[src/rtl/data_mem_ctl.sv]
// data_mem_ctl -- single-port data memory with masked writes, a registered
// read port and a hardware clear sweep.
//
// The memory array is never reset directly. Instead, a two-state FSM
// (IDLE/SWEEP) walks a pointer across every word and writes CLEAR_VAL to each
// one. Requests are ignored while the sweep runs. Reset restarts the sweep, so
// after reset the memory holds a known value once Busy falls.
//
// Parameters
//   DATA_W     data word width in bits (>= 1)
//   ADDR_W     address width; depth is 2**ADDR_W words
//   CLEAR_VAL  word written to every location by a clear sweep
//
// Ports
//   Clk          sole clock, rising edge
//   Reset        asynchronous, active-high; forces SWEEP from address 0
//   Clear        single-cycle request to start a clear sweep (IDLE only)
//   MEM_READ     read request (IDLE only)
//   MEM_WRITE    write request (IDLE only)
//   DataAddress  word address for read and write
//   WriteData    write data
//   WriteMask    per-bit write enable, 1 = bit is updated
//   ReadData     registered read data; holds between reads
//   ReadValid    one-cycle pulse marking a new ReadData value
//   Busy         high while a clear sweep is in progress
module data_mem_ctl #(
  parameter int unsigned           DATA_W    = 8,
  parameter int unsigned           ADDR_W    = 8,
  parameter logic [DATA_W-1:0]     CLEAR_VAL = '0
) (
  input  logic              Clk,
  input  logic              Reset,
  input  logic              Clear,
  input  logic              MEM_READ,
  input  logic              MEM_WRITE,
  input  logic [ADDR_W-1:0] DataAddress,
  input  logic [DATA_W-1:0] WriteData,
  input  logic [DATA_W-1:0] WriteMask,
  output logic [DATA_W-1:0] ReadData,
  output logic              ReadValid,
  output logic              Busy
);

  localparam int unsigned       DEPTH    = 1 << ADDR_W;
  localparam logic [ADDR_W-1:0] PTR_ONE  = 1;
  localparam logic [ADDR_W-1:0] PTR_LAST = '1;

  typedef enum logic {
    IDLE  = 1'b0,
    SWEEP = 1'b1
  } state_t;

  state_t            state, state_next;
  logic [ADDR_W-1:0] ptr, ptr_next;

  logic [DATA_W-1:0] core [DEPTH];

  logic rd_accept;
  logic wr_accept;
  logic sweep_we;

  // Requests only take effect in IDLE; during a sweep they are dropped.
  assign rd_accept = (state == IDLE) && MEM_READ;
  assign wr_accept = (state == IDLE) && MEM_WRITE;
  assign sweep_we  = (state == SWEEP);
  assign Busy      = (state == SWEEP);

  // ---------------------------------------------------------------------------
  // FSM state and clear pointer
  // ---------------------------------------------------------------------------
  // NOTE: sequential state uses non-blocking assignments so every register
  // samples the pre-edge values of the others.
  always_ff @(posedge Clk or posedge Reset) begin
    if (Reset) begin
      state <= SWEEP;
      ptr   <= '0;
    end else begin
      state <= state_next;
      ptr   <= ptr_next;
    end
  end

  // NOTE: defaults are assigned first so every path drives every output and
  // no latch is inferred.
  always_comb begin
    state_next = state;
    ptr_next   = ptr;
    unique case (state)
      IDLE: begin
        if (Clear) begin
          state_next = SWEEP;
          ptr_next   = '0;
        end
      end
      SWEEP: begin
        // The pointer wraps to 0 on the same edge that clears the last word.
        ptr_next = ptr + PTR_ONE;
        if (ptr == PTR_LAST) begin
          state_next = IDLE;
        end
      end
      default: begin
        state_next = SWEEP;
        ptr_next   = '0;
      end
    endcase
  end

  // ---------------------------------------------------------------------------
  // Memory array
  // ---------------------------------------------------------------------------
  // NOTE: the array has no reset; its contents are defined only by the sweep,
  // which keeps it mappable onto block RAM.
  always_ff @(posedge Clk) begin
    if (sweep_we) begin
      core[ptr] <= CLEAR_VAL;
    end else if (wr_accept) begin
      core[DataAddress] <= (core[DataAddress] & ~WriteMask) |
                           (WriteData & WriteMask);
    end
  end

  // ---------------------------------------------------------------------------
  // Registered read port
  // ---------------------------------------------------------------------------
  // The read samples core[] before the same-edge write lands, which gives
  // read-before-write on a simultaneous read and write of one address.
  always_ff @(posedge Clk or posedge Reset) begin
    if (Reset) begin
      ReadData  <= '0;
      ReadValid <= 1'b0;
    end else begin
      ReadValid <= rd_accept;
      if (rd_accept) begin
        ReadData <= core[DataAddress];
      end
    end
  end

endmodule

[config.mk]
export PLATFORM = sky130hd
export DESIGN_NAME = data_mem_ctl
export DESIGN_NICKNAME = d
export VERILOG_FILES = /design/src/rtl/data_mem_ctl.sv
export SDC_FILE = /design/constraint.sdc
export NUM_CORES = 2
export LEC_CHECK = 0
export BUFFER_PORTS_ARGS = -buffer_cell sky130_fd_sc_hd__buf_4
export CORE_UTILIZATION = 35
export CTS_BUF_LIST = sky130_fd_sc_hd__clkbuf_16
export CTS_CLUSTER_DIAMETER = 150
export DETAILED_ROUTE_END_ITERATION = 10
export GPL_ROUTABILITY_DRIVEN = 0
export PLACE_DENSITY = 0.51
export SKIP_LAST_GASP = 1
export SLEW_MARGIN = 20
export SYNTH_ARGS = -nofsm -noshare
export SYNTH_HDL_FRONTEND = slang
export SYNTH_SLANG_ARGS = --single-unit
[constraint.sdc]
create_clock -name Clk -period 18.8 [get_ports Clk]
set_clock_uncertainty 0.2 [all_clocks]
set_input_delay 0.94 -clock Clk [delete_from_list [all_inputs] [get_ports Clk]]
set_output_delay 0.94 -clock Clk [all_outputs]
set_load 0.02 [all_outputs]
**After elaboration in Yosys (flattened, before gate mapping)**

Memory sizes are Yosys's and may differ from the RTL's.
Cells that the tools add are included.

- Memory bits (writable): 2,048
- Output and inout port bits: 10
- Memories kept: 1
- Register bits: 18
- Logic and storage cells: 29
- Input bits: 29

Memories:

| name | words | bits a word | rd ports | clocked after memory_dff | wr ports | RTL line | source |
|---|---|---|---|---|---|---|---|
| core | 256 | 8 | 1 | 0 | 1 | 56 | `logic [DATA_W-1:0] core [DEPTH];` |

- Mux-type cells: 13
- Reductions and logical operators: 3
- Bitwise operators: 5
- Eq/ne operators: 2
- Add/subtract/negate cells: 1

Operators with widths:

| operator | count |
|---|---|
| 8-bit 2-to-1 mux | 3 |
| 8-bit bitwise AND | 2 |
| 8-bit case mux with 2 select lines | 1 |
| 8-bit by 1-bit adder with 8-bit output (second input constant) | 1 |
| 8-bit == test (second input constant) | 1 |
| 1-bit 2-to-1 mux | 8 |
| 8-bit NOT | 1 |
| 8-bit bitwise OR | 1 |
| 8-bit OR reduction | 1 |
| 1-bit logical AND | 2 |
| 2-bit inequality test (second input constant) | 1 |
| 1-bit case mux with 2 select lines | 1 |
| 1-bit NOT | 1 |

**Longest topological paths before layout**

- Word-level depth: 7
- Depth in mapped cells: 13
- Mapped depth without buffers: 7

**Worst setup path before layout**

OpenSTA, ideal clock, no wires.

- Kind: input port to flip-flop
- Start point: in DataAddress[0]
- End point: mem core[0][3], data pin
- Library setup time: 2.964 ns
- Slack: -1.064 ns
- Data arrival time: 16.699 ns
- Path buffers: 6
- Data required time: 15.636 ns
- Stages on the path: 13
- Cells stage by stage: buf_6 buf_12 buf_12 buf_12 buf_8 buf_12 mux2i_1 o22ai_1 o31ai_1 o21ai_0 nand4_1 o211a_1 o41ai_1

- Word-level cells in the longest chain between the ends: 4

RTL lines:

| what | RTL line | source |
|---|---|---|
| start, declared | 36 | `input logic [ADDR_W-1:0] DataAddress,` |
| memory read 256 x 8 bit | -- |  |
| 8-bit bitwise AND | 118 | `core[DataAddress] <= (core[DataAddress] & ~WriteMask) \|` |
| 8-bit bitwise OR | 118 |  |
| 8-bit 2-to-1 mux (no source line) | -- |  |
| end, declared | 56 |  |

Every way passes these cells.

**Final worst setup path**

- Start point: in DataAddress[0]
- End point: mem core[175][5], data pin

Same word-level chain as after synthesis.

==> flow_metrics.tcl <==
set metrics [dict create \
    rsz0062_at_grt "false" \
    avgViaCountPerCell 5.63 \
    hpwl_um 143000 \
    fp.coreArea_um2 230000 \
    cpPeakStageDelay_ns 0.78 \
    met3_usage_pct 3.48 \
    antenna_found_initial 10 \
    syn_to_final_growth_pct 12.9 \
    netlist_instances 3917 \
    clk_pin_slew_ns 0.06 \
    grt_max_degree 257 \
    multi_input_area_um2 17700 \
    yosysUniqueCellTypes 81 \
    synth_edf_count 2048 \
    yosysTopAreaCell "edfxtp_1" \
    synth_compound_area_share_pct 3.53 \
    async_flop_share_pct 0.871 \
    worst_path_max_delay_cell "nor4_1" \
    met1_usage_pct 28.7 \
    dieArea_um2 234000 \
    cts_num_sinks 2066 \
    final_cell_mix "edfxtp_1 (2048), mux4_2 (411), nor2_1 (271)" \
    yosysSeqAreaShare_pct 76.3 \
    ctsHoldBuffers 0 \
    root_buffer "clkbuf_16" \
    dominantRegCellSynth "edfxtp_1" \
    nets 4076 \
    fillers 20391 \
    startpoint_type "input pin" \
    drtIter0Drc 4898 \
    max_freq_mhz 140 \
    grt_pass1_vias 40694 \
    crit_top_cell "buf_4" \
    rows 176 \
    synth-xor-area-share_pct 0 \
    ir_worst_vdd_mv 0.0971 \
    slew_headroom_pct 17.5 \
    grt_usage_pct 20.1 \
    outcome "finished, final reports clean" \
    yosys.area_share.simple_pct 3.34 \
    p_leak_nw 30.5 \
    hold_viol 0 \
    io_pins 39 \
    dieHeight_um 484 \
    slew_violations 0 \
    fin_tns_setup_ns 0 \
    synthAdderAreaFrac_pct 0.0154 \
    setup_viol 0 \
    final_core_util_pct 39.8 \
    syn_nets 3947 \
    cts_tree "yes" \
    cts_resized 0 \
    cts.path.max_buffers 3 \
    power_density_nw_per_um2 109 \
    busiest_layer "met2" \
    netlist_area_um2 81100 \
    synth_top_area_share_pct 75.8 \
    start_util_pct 35.3 \
    grtUsageMet2_pct 31.4 \
    drc 0 \
    crit_path_cell_trace "buf_8, buf_12, buf_4, buf_4, mux4_1, a22oi_1, and3_1, nor4_1, buf_4, a211oi_1, buf_4, o41ai_4, buf_4, buf_4" \
    wl_per_cell_um 32.6 \
    hold_slack_ns 0.0225 \
    synth_top_family_by_area "multiplexers" \
    yosys-mux-area-fraction_pct 14.6 \
    vias 40814 \
    worst_pin_slew_ns 1.24 \
    die_w_um 484 \
    path_class "in -> reg" \
    grt-ovfl-total 0 \
    drt-pass1-iter-count 6 \
    antenna_left 0 \
    htreeDepth 4 \
    period_share_pct 38.0 \
    drive_gt1_share_pct 22.0 \
    syn_avg_cell_area_um2 20.7 \
    clk_latency_ns 0.86 \
    yosys-top-cells-area "edfxtp_1 (76%), mux4_2 (11%), mux4_1 (1.7%)" \
    endpoint_kind "flop" \
    regArea_um2 62000 \
    layout_commonest_cell "edfxtp_1" \
    yosys_warnings 0 \
    cp.arrival_ns 7.43 \
    wl_um 236000 \
    worst_hold_path_type "in -> async" \
    fin_crit_ns 7.15 \
    max-cap-violations 0 \
    ys_seq_elements 2066 \
    port_buffers 38 \
    crit_required_ns 19.08 \
    post-cts-setup-buffer-count 0 \
    numCtsBuffers 213 \
    worstPathMaxFanout 78 \
    grt_pass1_wl_um 331000 \
]
[sequential cells by signal, indices dropped and copies added, names as in the netlist]
register / count
core: 2048
ReadValid: 1
Busy: 1
ptr: 8
ReadData: 8
[where the power goes]
part	switching, mW	leakage [nW]	internal, mW	total [mW]
clock	1.79	3.57	2.37	4.16
sequential	0.0303	20.6	5.07	5.10
combinational	0.522	6.33	0.191	0.714
total	2.34	30.5	7.63	9.97
[cells in the mapped netlist, types with 12 or more instances]
| library cell | count |
|---|---|
| a211oi_1 | 14 |
| nand3b_1 | 13 |
| mux2i_1 | 108 |
| mux4_2 | 411 |
| nand3_1 | 52 |
| buf_4 | 17 |
| a22oi_1 | 114 |
| nand2b_1 | 15 |
| edfxtp_1 | 2048 |
| mux4_1 | 51 |
| nor2b_1 | 19 |
| dfrtp_1 | 17 |
| o31ai_1 | 12 |
| nor3_1 | 21 |
| mux2_2 | 17 |
| a21oi_1 | 68 |
| buf_12 | 22 |
| clkbuf_1 | 73 |
| buf_2 | 69 |
| o221ai_1 | 15 |
| nand2_1 | 152 |
| o21ai_0 | 49 |
| nor2_1 | 289 |
| buf_6 | 30 |
| o22ai_1 | 51 |
| a31oi_1 | 14 |
[through the flow]
stage                     instances  cell area, um^2  total power [mW]  worst slack (ns)
after floorplan                3917            81200              5.57              6.61
after global placement         6855            84600              5.89             10.86
after detailed placement       6855            84600              5.90             10.76
after CTS                      7248            91500              10.0             11.62
after global routing           7250            91600              10.2             11.31
final                          7253            91600              9.97             11.66
[cell families (layout without fill, tap and decap cells)]
| group | count (synthesis) | in the layout |
|---|---|---|
| buffers and inverters | 241 | 548 |
| other | 0 | 3 |
| flip-flops | 2066 | 2066 |
| AO/OA/AOI/OAI | 407 | 407 |
| AND/OR/NAND/NOR | 615 | 615 |
| adder cells (fa/ha/maj) | 1 | 1 |
| multiplexers | 587 | 587 |
[critical path, delay by kind of cell]
family | cells | cell delay [ns]
buffers and inverters | 8 | 3.95
muxes | 1 | 0.36
AOI/OAI and AO/OA | 3 | 0.61
and+or+nand+nor | 2 | 1.06
[routing by layer]
metal / vias up / routed length, um
met1: 22265 / 102000
met3: 314 / 16100
met2: 1623 / 111000
met4: 4 / 6830
li1: 16608 / -
met5: - / 31
[cell type report]
type / instances / share of cell area, %
repair buffers: 147 / 1.41
flip-flops and latches: 2066 / 67.6
clock inverters: 177 / 1.60
multi-input cells: 1610 / 19.3
inverters: 8 / 0.0355
well taps: 3026 / 4.13
diodes: 3 / 0.00819
clock buffers: 216 / 5.90
[final timing paths]
path                                startpoint      endpoint  slack, ns  cells after the start
max in group asynchronous                Reset   ReadData[7]      17.85                      2
worst max register to register            Busy  core[212][5]      13.56                      7
min in group Clk                         Clear        ptr[1]       0.20                      2
worst min register to register     ReadData[2]   ReadData[2]       0.29                      2
worst max-delay path            DataAddress[0]  core[175][5]      11.66                     14
worst min-delay path                     Reset   ReadData[3]       0.02                      2
(Power assumes the default switching activity.)
